`config.mk`:
```
export PLATFORM = sky130hd
export DESIGN_NAME = nonce_min_scan
export DESIGN_NICKNAME = d
export VERILOG_FILES = /design/src/rtl/bitcoin_pkg.sv /design/src/rtl/min_tracker.sv /design/src/rtl/nonce_min_scan.sv
export SDC_FILE = /design/constraint.sdc
export NUM_CORES = 1
export LEC_CHECK = 0
export CORE_UTILIZATION = 50
export DETAILED_ROUTE_END_ITERATION = 6
export PLACE_DENSITY_LB_ADDON = 0.12
export SETUP_SLACK_MARGIN = 0.05
export SLEW_MARGIN = 20
export SYNTH_ARGS = -nofsm -noshare
export SYNTH_HDL_FRONTEND = slang
export SYNTH_SLANG_ARGS = --single-unit
```
`constraint.sdc`:
```
create_clock -name clk -period 4.1 [get_ports clk]
set_input_delay 1.23 -clock clk [delete_from_list [all_inputs] [get_ports clk]]
set_output_delay 1.23 -clock clk [all_outputs]
set_load 0.01 [all_outputs]
```
`src/rtl/bitcoin_pkg.sv`:
```
// Shared types and constants for the nonce post-processing blocks.
// State encoding, result record offsets and running-minimum seed.
package bitcoin_pkg;

  typedef enum logic [2:0] {
    S_IDLE,
    S_READ,
    S_DRAIN,
    S_WR_HASH,
    S_WR_NONCE,
    S_WR_FOUND,
    S_FIN
  } state_e;

  localparam logic [15:0] RES_HASH_OFS  = 16'd0;
  localparam logic [15:0] RES_NONCE_OFS = 16'd1;
  localparam logic [15:0] RES_FOUND_OFS = 16'd2;

  localparam logic [31:0] MIN_INIT = 32'hFFFF_FFFF;

endpackage

```
`src/rtl/min_tracker.sv`:
```
// Running minimum of a stream of H0 words with the index of its
// first occurrence; min_nxt_o exposes the value after this beat.
module min_tracker
  import bitcoin_pkg::*;
(
  input  logic        clk_i,
  input  logic        rst_ni,
  input  logic        clr_i,
  input  logic        valid_i,
  input  logic [31:0] data_i,
  input  logic [7:0]  idx_i,
  output logic [31:0] min_o,
  output logic [7:0]  idx_o,
  output logic [31:0] min_nxt_o
);

  logic [31:0] min_q, min_d;
  logic [7:0]  idx_q, idx_d;

  // Strict compare keeps the earlier index on ties.
  always_comb begin
    min_d = min_q;
    idx_d = idx_q;
    if (clr_i) begin
      min_d = MIN_INIT;
      idx_d = 8'd0;
    end else if (valid_i && (data_i < min_q)) begin
      min_d = data_i;
      idx_d = idx_i;
    end
  end

  always_ff @(posedge clk_i or negedge rst_ni) begin
    if (!rst_ni) begin
      min_q <= MIN_INIT;
      idx_q <= 8'd0;
    end else begin
      min_q <= min_d;
      idx_q <= idx_d;
    end
  end

  assign min_o     = min_q;
  assign idx_o     = idx_q;
  assign min_nxt_o = min_d;

endmodule

```
`src/rtl/nonce_min_scan.sv`:
```
// Scans NUM_NONCES H0 words, writes {min, index[, found]} record.
// NONCE_MIN_SCAN_TARGET_EN enables the target compare and found word.
module nonce_min_scan
  import bitcoin_pkg::*;
#(
  parameter int NUM_NONCES = 16
) (
  input  logic        clk,
  input  logic        reset_n,
  input  logic        start,
  input  logic [15:0] input_addr,
  input  logic [15:0] result_addr,
  input  logic [31:0] target,
  output logic        done,
  output logic        found,
  output logic [7:0]  min_nonce,
  output logic        mem_clk,
  output logic        mem_we,
  output logic [15:0] mem_addr,
  output logic [31:0] mem_write_data,
  input  logic [31:0] mem_read_data
);

  localparam logic [7:0] LAST_IDX = 8'(NUM_NONCES - 1);

  state_e      state_q;
  logic [7:0]  cnt_q;
  logic [15:0] res_q;
  logic        done_q;
  logic        found_q;
  logic [7:0]  min_nonce_q;
  logic        we_q;
  logic [15:0] addr_q;
  logic [31:0] wdata_q;

`ifdef NONCE_MIN_SCAN_TARGET_EN
  logic [31:0] tgt_q;
`else
  logic unused_tgt;
  assign unused_tgt = ^target;
`endif

  logic        trk_clr;
  logic        trk_vld;
  logic [7:0]  trk_idx;
  logic [31:0] trk_min;
  logic [7:0]  trk_win;
  logic [31:0] trk_min_nxt;

  // Read data lags its address by one cycle, so beat k lands
  // while counter k+1 (or DRAIN) is on the bus.
  assign trk_clr = (state_q == S_IDLE) && start;
  assign trk_vld = ((state_q == S_READ) && (cnt_q != 8'd0)) ||
                   (state_q == S_DRAIN);
  assign trk_idx = (state_q == S_DRAIN) ? LAST_IDX : cnt_q - 8'd1;

  min_tracker u_trk (
    .clk_i     (clk),
    .rst_ni    (reset_n),
    .clr_i     (trk_clr),
    .valid_i   (trk_vld),
    .data_i    (mem_read_data),
    .idx_i     (trk_idx),
    .min_o     (trk_min),
    .idx_o     (trk_win),
    .min_nxt_o (trk_min_nxt)
  );

  always_ff @(posedge clk or negedge reset_n) begin
    if (!reset_n) begin
      state_q     <= S_IDLE;
      cnt_q       <= 8'd0;
      res_q       <= 16'd0;
      done_q      <= 1'b0;
      found_q     <= 1'b0;
      min_nonce_q <= 8'd0;
      we_q        <= 1'b0;
      addr_q      <= 16'd0;
      wdata_q     <= 32'd0;
`ifdef NONCE_MIN_SCAN_TARGET_EN
      tgt_q       <= 32'd0;
`endif
    end else begin
      done_q <= 1'b0;
      case (state_q)
        S_IDLE: begin
          if (start) begin
            state_q <= S_READ;
            cnt_q   <= 8'd0;
            addr_q  <= input_addr;
            res_q   <= result_addr;
`ifdef NONCE_MIN_SCAN_TARGET_EN
            tgt_q   <= target;
`endif
          end
        end
        S_READ: begin
          if (cnt_q == LAST_IDX) begin
            state_q <= S_DRAIN;
          end else begin
            cnt_q  <= cnt_q + 8'd1;
            addr_q <= addr_q + 16'd1;
          end
        end
        S_DRAIN: begin
          state_q <= S_WR_HASH;
          we_q    <= 1'b1;
          addr_q  <= res_q + RES_HASH_OFS;
          wdata_q <= trk_min_nxt;
`ifdef NONCE_MIN_SCAN_TARGET_EN
          found_q <= trk_min_nxt < tgt_q;
`else
          found_q <= 1'b0;
`endif
        end
        S_WR_HASH: begin
          state_q     <= S_WR_NONCE;
          addr_q      <= res_q + RES_NONCE_OFS;
          wdata_q     <= {24'd0, trk_win};
          min_nonce_q <= trk_win;
        end
        S_WR_NONCE: begin
`ifdef NONCE_MIN_SCAN_TARGET_EN
          state_q <= S_WR_FOUND;
          addr_q  <= res_q + RES_FOUND_OFS;
          wdata_q <= {31'd0, found_q};
`else
          state_q <= S_FIN;
          we_q    <= 1'b0;
          done_q  <= 1'b1;
`endif
        end
        S_WR_FOUND: begin
          state_q <= S_FIN;
          we_q    <= 1'b0;
          done_q  <= 1'b1;
        end
        S_FIN: begin
          state_q <= S_IDLE;
        end
        default: begin
          state_q <= S_IDLE;
          we_q    <= 1'b0;
        end
      endcase
    end
  end

  logic unused_min;
  assign unused_min = ^trk_min;

  assign done           = done_q;
  assign found          = found_q;
  assign min_nonce      = min_nonce_q;
  assign mem_clk        = clk;
  assign mem_we         = we_q;
  assign mem_addr       = addr_q;
  assign mem_write_data = wdata_q;

endmodule

```
* Yosys cells after proc, flatten, opt, wreduce, memory -nomap -nowiden
Index checks and enable logic that the tools add are counted.
Word-level totals: memories 0, bits in writable memories 0, output and inout bits 60, input bits 99, flip-flop bits (word level) 125, logic and storage cells 58, memory bits (read-only) 0, latch bits 0
Cells by class: multiplexer cells 17, magnitude comparators 1, divide/modulo/power cells 0, equality and inequality tests 10, reduce and logical (&&, ||, !) cells 16, multipliers 0, add/subtract/negate cells 4, shifts and indexed selects 0, bitwise logic cells 0
Operators by type and width (count):
- $mux W32 | 2
- $pmux W16 S4 | 1
- $pmux W32 S2 | 1
- $mux W8 | 5
- $add A16 B1 Y16 const B | 2
- $lt A32 B32 Y1 | 1
- $mux W16 | 2
- $pmux W8 S2 | 1
- $pmux W3 S5 | 1
- $eq A3 B3 Y1 const B | 3
- $add A8 B1 Y8 const B | 1
- $eq A8 B4 Y1 const B | 1
- $reduce_bool A8 Y1 | 1
- $sub A8 B1 Y8 const B | 1
- $eq A3 B2 Y1 const B | 2
- $mux W3 | 2
- $reduce_and A3 Y1 | 2
- $reduce_bool A2 Y1 | 3
- $ne A2 B2 Y1 const B | 2
- $reduce_and A2 Y1 | 2
- $reduce_bool A4 Y1 | 1
- $reduce_or A4 Y1 | 1
- $eq A3 B1 Y1 const B | 1
- $logic_and A1 B1 Y1 | 3
- 6 further kinds | 6

* Logic depth before layout (Yosys ltp)
Gate-level depths: netlist of the first run.
word-level depth 7, mapped depth 13, gate-level depth less buffers 9

* Hierarchy
From an unflattened synthesis of the first run, not the netlist that was laid out.
Unflattened totals: cell total of the unflattened synthesis 785, area total of the unflattened synthesis 7320.8 um2
By module, submodules not included:
- nonce_min_scan | seq. area each 2127.0 um2, instances 1, cells an instance 506, area an instance 4611.9 um2
- min_tracker | seq. area each 1041.0 um2, instances 1, cells an instance 279, area an instance 2708.8 um2

==> results of run 1 <==
metal layers:
metal	track usage	vias to the layer above	share of wire
met5	0	-	0
met4	0.0976	0	0.015
met3	0.0599	27	0.049
met2	0.472	192	0.50
met1	0.359	3156	0.44
li1	-	3112	-
area by class of cell:
| cell class | count | area, µm² | area share |
|---|---|---|---|
| Clock inverter | 9 | 95.1 | 0.0102 |
| Timing Repair Buffer | 142 | 1420 | 0.153 |
| Tap cell | 180 | 225 | 0.0241 |
| Sequential cell | 125 | 3170 | 0.340 |
| Inverter | 38 | 143 | 0.0153 |
| Multi-Input combinational cell | 601 | 3720 | 0.399 |
| Clock buffer | 27 | 553 | 0.0593 |
stage by stage:
stage	hold slack, ps	instance area (µm²)	std cells	worst slack [ps]
final	479	9330	1122	110
after global routing	511	9330	1122	103
after CTS	484	9330	1122	102
after detailed placement	468	8690	1087	132
after global placement	462	8690	1087	216
after floorplan	462	7270	824	701
registers in the layout (all words and copies together), names as in the netlist:
register,cells
mem_write_data,32
min_nonce,8
done,1
u_trk.min_o,32
mem_we,1
u_trk.idx_o,8
state_q,3
res_q,16
mem_addr,16
cnt_q,8
power by group through the flow:
stage | Sequential, W | Clock (W) | Combinational (W)
after floorplan | 0.00232 | 0.0000201 | 0.00230
after global placement | 0.00237 | 0.0000248 | 0.00340
after detailed placement | 0.00240 | 0.0000248 | 0.00350
after CTS | 0.00239 | 0.00164 | 0.00354
after global routing | 0.00247 | 0.00171 | 0.00394
final | 0.00240 | 0.00162 | 0.00353
how the worst max path moves through the flow:
stage                      startpoint                  to  cells after the start
global placement    mem_read_data[19]  mem_write_data[19]                      9
floorplan                         clk             mem_clk                      1
global route                      clk             mem_clk                      3
detailed placement  mem_read_data[27]  mem_write_data[28]                     10
CTS                               clk             mem_clk                      3
finish                            clk             mem_clk                      3
cell families (layout without fill, tap and decap cells):
family | count (synthesis) | after routing | share of synthesized area
AND/OR/NAND/NOR | 346 | 346 | 0.217
AO/OA/AOI/OAI | 170 | 170 | 0.165
flip-flops | 125 | 125 | 0.436
buffers and inverters | 98 | 216 | 0.0588
adder cells (fa/ha/maj) | 36 | 36 | 0.0616
XOR/XNOR | 27 | 27 | 0.0325
multiplexers | 21 | 21 | 0.0294
other | 1 | 1 | 0.000516
worst reg2reg max path: cells and delay by family, from the launching register on:
kind                       cells  cell delay (ps)
DFF                            1              790
adders and majority gates      1              170
and+or+nand+nor                5             1370
buffers and inverters          1              110
AOI/OAI and AO/OA              2              380
cell usage after synthesis (6+ instances only):
cell	instances
o31ai_1	31
nor3_1	6
buf_4	8
nand4_1	14
xor2_1	13
dfrtp_1	93
nor4_1	32
nor2_1	86
a21oi_1	35
ha_1	35
buf_2	12
o21ai_1	10
a221oi_1	6
xnor2_1	14
mux2i_1	18
clkbuf_1	34
o21ai_0	19
nand2_1	157
a22oi_1	9
inv_1	38
dfstp_2	32
o31a_1	31
nand3_1	17
and3_1	6
==> summary.txt, run 1 <==
Finish
  – Layout Nets: between 1000 and 1500
  – Fraction of layout instances using a drive strength above 1: 0.101
  – Area grow syn2layout: 28.2%
  – Most frequent cells in the layout: nand2_1, clkdlybuf4s50_1, dfrtp_1, nor2_1, inv_1
  – Diode count: 0
  – Commonest non-fill, non-tap cell in the layout: nand2_1
  – Utilization after layout: 0.664
  – Layout fillers: ~1200

Logic synthesis
  – Post-synth EDFFs: 0
  – Synthesized area: 7270 µm²
  – Synth unique cells: 60
  – Seq cells post-synth: 125
  – Top cells by area, synth: dfrtp_1, dfstp_2, nand2_1
  – Async SR Flop Fraction: 1.00
  – Synth area leader: dfrtp_1
  – Post-synth top flop: dfrtp_1
  – Post-Syn Instances: 824
  – Synthesized area per cell: 8.83 µm²
  – Post-synth top area share: 0.320
  – Yosys warning total: 0
  – Sequential cell area fraction in the yosys report: 0.436
  – Synthesized Nets: 958

Routing
  – Antenna Nets Post-Route: 0
  – Total wire length: between 15000 and 20000 µm
  – DRC violations left: 0
  – Pre-antenna DRT Iters: 5
  – Starting DRC count in detailed routing: slightly above 400
  – Via density: 5.78
  – Routed WL per cell: 17.4 µm
  – Vias: 6487

Global route
  – Largest net degree at the start of global routing: 53
  – Initial antenna violation count: 0
  – GRT overflow: 0
  – First-pass GRT wire length: 32300 µm
  – GRT Overall Usage: 0.281
  – Number of global-route vias before repair: 6667

Place
  – I/O Buffers: 125
  – Detailed placement HPWL: 13100 µm
  – RePlAce Congestion: 0.880

Floorplan
  – Die area: 15000 µm²
  – Starting Density: 0.518
  – I/O pins: 159
  – Die extent in x: 123 µm
  – Row count: 43
  – Placeable Area: 14000 µm²
  – Die Height: 123 µm

Run
  – Max-Cap Viols: 0

Worst setup path
  – Crit path buffers/inverters: 3
  – Critical-path maximum fanout: 2
  – CP Class: clock port to primary output
  – Reg2reg start: state_q[1]
  – Critical-path cell list: clkbuf_16 > clkbuf_16 > clkdlybuf4s50_1
  – Reg2reg path depth: 9
  – Endpoint class of the critical path: primary output
  – Worst Setup Start Kind: clock port
  – Critical Path RT: 2870 ps
  – Largest stage delay on the critical path: 460 ps
  – Critical-path top delay cell: clkdlybuf4s50_1
  – Critical path's top delay family: buffers and inverters
  – Crit path DAT: approximately 2800 ps
  – R2R Setup Slk: 1170 ps
  – Reg2reg end: mem_addr[4]
  – CP most frequent cell: clkbuf_16

Clocking
  – Clock transition at path regs: 60 ps
  – CTS tree: yes
  – Resize count post-CTS: 0
  – Post-CTS Hold Buffers: 0
  – Setup repair bufs after CTS: 0
  – Clk_lat worst skew: approximately 530 ps

Hold path
  – Hold EP: min_nonce[1]
  – Worst hold path class: flip-flop to flip-flop
  – Worst Hold Path Cells: 2
  – HP Start: min_nonce[1]

Timing
  – Worst-margin pin slew: 703 ps
  – Slew Limit Fails: 0
  – Setup violations, final: 0
  – Clock Skews: 8.07 ps
  – Final TNS setup: 0 ps
  – Slew HR: 0.531
  – Fin. Hold Viols: 0
  – RSZ-0062 raised after global routing: false

Power and ir drop
  – Pint: 0.00454 W
  – PD cells: 809 nW/µm²
  – Switching Fraction: 0.399
  – Combinational power share: 0.468
  – Clock Power Share: 0.214
  – VDD IR max: 0.000596 V
  – Sequential share of power: 0.318
  – Psw: 0.00301 W
  – Total Power: about 0.0075 W
  – Static Leak: 4.17 nW

Run status
  – Status: finished clean
Power figures use the tool's default switching activity.
==> run 2, diff against run 1 <==
CORE_UTILIZATION = 40   (was 50)
MAX_ROUTING_LAYER = met4   (was unset)
==> run 2 against run 1 <==
  * Via count decreased by 2.0%
  * Total power up 3.5%
  * First-iteration DRC count is 26% lower
  * Register-to-register slack better by 70 ps
  * Utilization is 12 points lower
  * Sequential power barely moved
  * Cell area is 2.8% higher
  * Clock power is 14% higher
  * Non-clock buffer count increased by 17
  * Sequential cell count did not move
  * Count of clock-buffer cells in the layout is 3 higher
  * Wire length shrank 0.45%
==> summary.txt, run 2 (synthesis results as in run 1) <==
Timing
  – Clock Skews: 9.90 ps (+1.82 ps)
  – Slew HR: 0.511 (-0.0201)
  – Final TNS setup: 0 ps (unchanged)
  – Worst-margin pin slew: 733 ps (+30.2 ps)
  – Fin. Hold Viols: 0 (unchanged)
  – Final WS setup: 107 ps (-3.62 ps)
  – Slew Limit Fails: 0 (unchanged)
  – Setup violations, final: 0 (unchanged)
  – RSZ-0062 raised after global routing: false

Hold path
  – Worst hold path class: flip-flop to flip-flop
  – HP Start: min_nonce[5]
  – Worst Hold Path Cells: 2 (unchanged)
  – Hold EP: min_nonce[5]

Clocking
  – Clk_lat worst skew: 530 ps (about the same)
  – Setup repair bufs after CTS: 0 (unchanged)
  – Clock transition at path regs: 60 ps (about the same)
  – Post-CTS Hold Buffers: 0 (unchanged)
  – CTS tree: yes
  – Resize count post-CTS: 0 (unchanged)

Worst setup path
  – CP Class: clock port to primary output
  – R2R Setup Slk: 1240 ps (+70 ps)
  – Reg2reg end: mem_addr[4]
  – Critical-path maximum fanout: 2 (unchanged)
  – Crit path DAT: 2760 ps (about the same)
  – Critical path's top delay family: buffers and inverters
  – Reg2reg path depth: 9 (unchanged)
  – Critical path depth in cells: 3 (unchanged)
  – Critical-path top delay cell: clkdlybuf4s50_1
  – Critical-path cell list: clkbuf_16 > clkbuf_16 > clkdlybuf4s50_1
  – Critical Path RT: 2870 ps (about the same)
  – Worst Setup Start Kind: clock port
  – Reg2reg start: state_q[1]
  – CP most frequent cell: clkbuf_16
  – Largest stage delay on the critical path: 470 ps (about the same)
  – Endpoint class of the critical path: primary output
  – Crit path buffers/inverters: 3 (unchanged)

Place
  – Detailed placement HPWL: 12900 µm (-1.6%)
  – I/O Buffers: 125 (unchanged)
  – Pre-CTS setup slack: 157 ps (+25.1 ps)
  – RePlAce Congestion: 0.819 (-6.9%)

Finish
  – Most frequent cells in the layout: nand2_1, clkdlybuf4s50_1, dfrtp_1, nor2_1, inv_1
  – Layout Nets: 1080 (+1.6%)
  – Commonest non-fill, non-tap cell in the layout: nand2_1
  – Diode count: 0 (unchanged)
  – Area grow syn2layout: 31.9%
  – Fraction of layout instances using a drive strength above 1: 0.119 (+0.0181)

Floorplan
  – Die area: 18700 µm² (+25%)
  – Starting Density: 0.415 (-0.103)
  – I/O pins: 159 (unchanged)
  – Placeable Area: 17500 µm² (+25%)
  – Die Height: 137 µm (+12%)
  – Row count: 48 (+12%)
  – Die extent in x: 137 µm (+12%)

Global route
  – Largest net degree at the start of global routing: 126 (+140%)
  – First-pass GRT wire length: 32000 µm (-1.1%)
  – Initial antenna violation count: 0 (unchanged)
  – GRT Overall Usage: 0.228 (-0.0529)
  – Number of global-route vias before repair: 6130 (-8.1%)
  – GRT overflow: 0 (unchanged)

Power and ir drop
  – Combinational power share: 0.458 (-0.010)
  – Static Leak: 4.30 nW (+2.9%)
  – Psw: 0.00299 W (-0.59%)
  – Pint: 0.00482 W (+6.3%)
  – PD cells: 814 nW/µm² (+0.67%)
  – VDD IR max: 0.000361 V (-39%)
  – Switching Fraction: 0.383 (-0.0159)
  – Clock Power Share: 0.236 (+0.022)
  – Sequential share of power: 0.305 (-0.013)

Routing
  – Via density: 5.38 (-7.0%)
  – Pre-antenna DRT Iters: 4 (-1)
  – Antenna Nets Post-Route: 0 (unchanged)
  – DRC violations left: 0 (unchanged)
  – Total wire length: 19500 µm (-0.45%)
  – Routed WL per cell: 16.5 µm (-5.6%)
  – Starting DRC count in detailed routing: 304 (-26%)
  – Vias: 6360 (-2.0%)

Run
  – Max-Cap Viols: 0 (unchanged)

Run status
  – Status: finished clean
[run 2: cell types whose count changed in the layout (fill, tap and decap cells not counted)]
cell,delta
buf_12,-1
buf_4,+18
bufinv_16,+2
clkbuf_1,-2
clkbuf_8,+5
clkinv_2,-6
nand2_1,-1
nand2_2,+1
[run 2: worst max-delay path by stage]
stage / start / end / slack, ps
after CTS: clk / mem_clk / 100
after floorplan: clk / mem_clk / 700
after detailed placement: mem_read_data[27] / mem_write_data[1] / 160
after global routing: clk / mem_clk / 100
after global placement: mem_read_data[27] / mem_write_data[17] / 210
final: clk / mem_clk / 110
[run 2: final cells by class]
| cell class | instances | area [µm²] |
|---|---|---|
| Timing Repair Buffer | 159 | 1540 |
| Inverter | 38 | 143 |
| Sequential cell | 125 | 3170 |
| Clock buffer | 30 | 614 |
| Fill cell | 1651 | 7950 |
| Tap cell | 225 | 282 |
| Clock inverter | 5 | 125 |
| Multi-Input combinational cell | 601 | 3720 |
[run 2: power by group through the flow]
| stage | clock network [W] | registers (W) | logic [W] |
|---|---|---|---|
| floorplan | 0.0000201 | 0.00232 | 0.00230 |
| global placement | 0.0000248 | 0.00239 | 0.00355 |
| detailed placement | 0.0000248 | 0.00240 | 0.00360 |
| CTS | 0.00188 | 0.00238 | 0.00362 |
| global route | 0.00193 | 0.00246 | 0.00402 |
| finish | 0.00184 | 0.00239 | 0.00358 |
[run 2: worst register-to-register path: stages, from the launching register on]
cell and delay, ps:
dfrtp_1 810, and3b_1 520, nand2_1 100, nand2_1 80, ha_1 180, inv_1 100
nor3_1 460, nor2_1 100, a221oi_1 290, o21ai_1 90
[run 2: per-layer routing]
layer	wire, µm	global-route usage	vias up
met4	308	0.0806	0
met3	825	0.0456	24
li1	-	-	3155
met5	0	-	-
met1	9210	0.294	3047
met2	9140	0.357	134
[run 2: per-stage QoR]
stage / utilization / hold WS (ps) / total power (W) / cell area [µm²] / std cells
floorplan: - / 462 / 0.00465 / 7270 / 824
global route: 0.547 / 506 / 0.00840 / 9590 / 1183
global placement: 0.505 / 461 / 0.00597 / 8860 / 1149
CTS: 0.547 / 479 / 0.00788 / 9590 / 1183
detailed placement: 0.505 / 466 / 0.00602 / 8860 / 1149
finish: 0.547 / 472 / 0.00781 / 9590 / 1183
==> run 3, diff against run 2 <==
SLEW_MARGIN = unset   (was 20)
SYNTH_HIERARCHICAL = 1   (was unset)
==> run 3 against run 2 <==
  * Utilization is 2.8 points lower
  * Sequential cell count did not move
  * Register-to-register slack got worse by 250 ps
  * Critical path depth stayed put
  * Clock power fell by 16%
  * Synthesized area is 0.65% higher
  * Highest routed layer unchanged
  * Clock skew is 2.6 ps lower
  * Global-route usage fell by 1.4 points
  * Critical endpoint unchanged
  * First-iteration DRC count rose by 12%
==> summary.txt, run 3 <==
Place
  – RePlAce Congestion: 0.819 (about the same)
  – I/O Buffers: 125 (unchanged)
  – Detailed placement HPWL: 12800 µm (-0.20%)

Logic synthesis
  – Post-synth top area share: 0.318 (-0.00208)
  – Post-synth EDFFs: 0 (unchanged)
  – Seq cells post-synth: 125 (unchanged)
  – Yosys warning total: 6 (+6)
  – Top cells by area, synth: dfrtp_1, dfstp_2, mux2i_1
  – Post-synth top flop: dfrtp_1
  – Synthesized area: 7320 µm² (+0.65%)
  – Post-Syn Instances: 785 (-4.7%)
  – Synth area leader: dfrtp_1
  – Async SR Flop Fraction: 1.00 (unchanged)
  – Commonest cells in the netlist: nor2_1, nand2_1, dfrtp_1, mux2i_1, o21ai_0
  – Synth unique cells: 57 (-5.0%)
  – Synthesized Nets: 919 (-4.1%)
  – Count leader, synth: nor2_1
  – Synthesized area per cell: 9.33 µm² (+5.7%)
  – Sequential cell area fraction in the yosys report: 0.433 (-0.00283)

Routing
  – Via density: 5.21 (-3.1%)
  – Routed WL per cell: 16.3 µm (-1.3%)
  – Total wire length: 18500 µm (-5.1%)
  – DRC violations left: 0 (unchanged)
  – Antenna Nets Post-Route: 0 (unchanged)
  – Pre-antenna DRT Iters: 4 (unchanged)
  – Vias: 5926 (-6.8%)
  – Starting DRC count in detailed routing: 339 (+12%)

Clocking
  – CTS tree: yes
  – Clock transition at path regs: 50 ps (about the same)
  – Resize count post-CTS: 0 (unchanged)
  – Post-CTS Hold Buffers: 0 (unchanged)
  – Clk_lat worst skew: 530 ps (about the same)
  – Setup repair bufs after CTS: 0 (unchanged)

Finish
  – Most frequent cells in the layout: clkdlybuf4s50_1, nor2_1, nand2_1, dfrtp_1, mux2i_1
  – Layout fillers: 1661 (+0.61%)
  – Diode count: 0 (unchanged)
  – Utilization after layout: 0.519 (-0.0279)
  – Fraction of layout instances using a drive strength above 1: 0.115 (-0.00446)
  – Commonest non-fill, non-tap cell in the layout: clkdlybuf4s50_1
  – Layout Nets: 1029 (-4.7%)
  – Area grow syn2layout: 27.4%

Power and ir drop
  – PD cells: 796 nW/µm² (-2.3%)
  – Static Leak: 4.26 nW (-0.79%)
  – VDD IR max: 0.000381 V (+5.4%)

Timing
  – Fin. Hold Viols: 0 (unchanged)
  – Final TNS setup: 0 ps (unchanged)
  – Setup violations, final: 0 (unchanged)
  – Clock Skews: 7.32 ps (-2.58 ps)
  – RSZ-0062 raised after global routing: false
  – Worst-margin pin slew: 1000 ps (+270 ps)
  – Slew HR: 0.331 (-0.180)
  – Slew Limit Fails: 0 (unchanged)

Hold path
  – Worst hold path class: flip-flop to flip-flop
  – HP Start: mem_write_data[15]
  – Hold EP: mem_write_data[15]
  – Worst Hold Path Cells: 2 (unchanged)

Worst setup path
  – Critical-path cell list: clkbuf_16 > clkbuf_16 > clkdlybuf4s50_1
  – Crit path DAT: 2760 ps (about the same)
  – Worst Setup Start Kind: clock port
  – Critical-path top delay cell: clkdlybuf4s50_1
  – Endpoint class of the critical path: primary output
  – Reg2reg end: mem_write_data[15]
  – Critical Path RT: 2870 ps (about the same)
  – Reg2reg path depth: 10 (+1)
  – R2R Setup Slk: 990 ps (-250 ps)
  – Largest stage delay on the critical path: 460 ps (about the same)
  – Reg2reg start: state_q[0]
  – Critical-path maximum fanout: 2 (unchanged)
  – CP Class: clock port to primary output
  – CP most frequent cell: clkbuf_16

Floorplan
  – Die Height: 137 µm (+0.32%)
  – Starting Density: 0.408 (-0.00720)
  – Die area: 18800 µm² (+0.64%)
  – Die extent in x: 137 µm (+0.32%)
  – Row count: 49 (+2.1%)
  – I/O pins: 159 (unchanged)
  – Placeable Area: 18000 µm² (+2.4%)

Global route
  – Largest net degree at the start of global routing: 67 (-47%)
  – First-pass GRT wire length: 29700 µm (-7.1%)
  – Initial antenna violation count: 0 (unchanged)
  – GRT overflow: 0 (unchanged)
  – Number of global-route vias before repair: 5938 (-3.1%)
  – GRT Overall Usage: 0.214 (-0.0139)

Run status
  – Status: finished clean

Run
  – Max-Cap Viols: 0 (unchanged)
## run 3: stage by stage
stage | instance area (µm²) | power, W | cells | hold WS [ps] | setup slack [ps]
2_1_floorplan | 7320 | 0.00468 | 785 | 462 | 701
3_3_place_gp | 8720 | 0.00581 | 1102 | 461 | 144
3_5_place_dp | 8720 | 0.00594 | 1102 | 467 | 91.1
4_1_cts | 9320 | 0.00749 | 1137 | 483 | 103
5_1_grt | 9320 | 0.00799 | 1137 | 512 | 101
6_report | 9320 | 0.00742 | 1137 | 474 | 111
## run 3: worst max-delay path, delay by kind of cell
kind | cells | cell delay [ps]
buf+inv | 3 | 710
## run 3: cells by family after synthesis
logic type                 Yosys count  share of synthesized area
muxes                               74                      0.104
DFF                                125                      0.433
xor gates and xnor gates            29                     0.0347
other                                1                   0.000512
adders and majority gates           36                     0.0612
buffers and inverters               87                     0.0562
and+or+nand+nor                    314                      0.203
AOI/OAI and AO/OA                  119                      0.108
## run 3: where the power goes
part | internal (W) | switching, W
combinational | 0.00167 | 0.00176
sequential | 0.00188 | 0.000574
clock | 0.000982 | 0.000556
## run 3: how the worst max path moves through the flow
stage | startpoint | endpoint | slack (ps) | depth (start not counted)
floorplan | clk | mem_clk | 700 | 1
global placement | mem_read_data[26] | mem_write_data[4] | 140 | 11
detailed placement | mem_read_data[26] | mem_write_data[16] | 90 | 11
CTS | clk | mem_clk | 100 | 3
global route | clk | mem_clk | 100 | 3
finish | clk | mem_clk | 110 | 3
## run 3: area by class of cell
cell class,count,area [µm²],share of cell area
clock buffer,28,547,0.0586
clock inverter,8,67.6,0.00725
inverter,36,135,0.0145
multi-input combinational,573,3750,0.402
sequential,125,3170,0.340
tap,229,287,0.0307
timing repair buffer,138,1370,0.147
## run 3: routing by layer
metal,global-route usage,wire [µm],vias up
met2,0.341,8850,142
met3,0.0394,636,24
met1,0.264,8620,2862
met4,0.101,376,0
li1,-,-,2898
met5,-,0,-
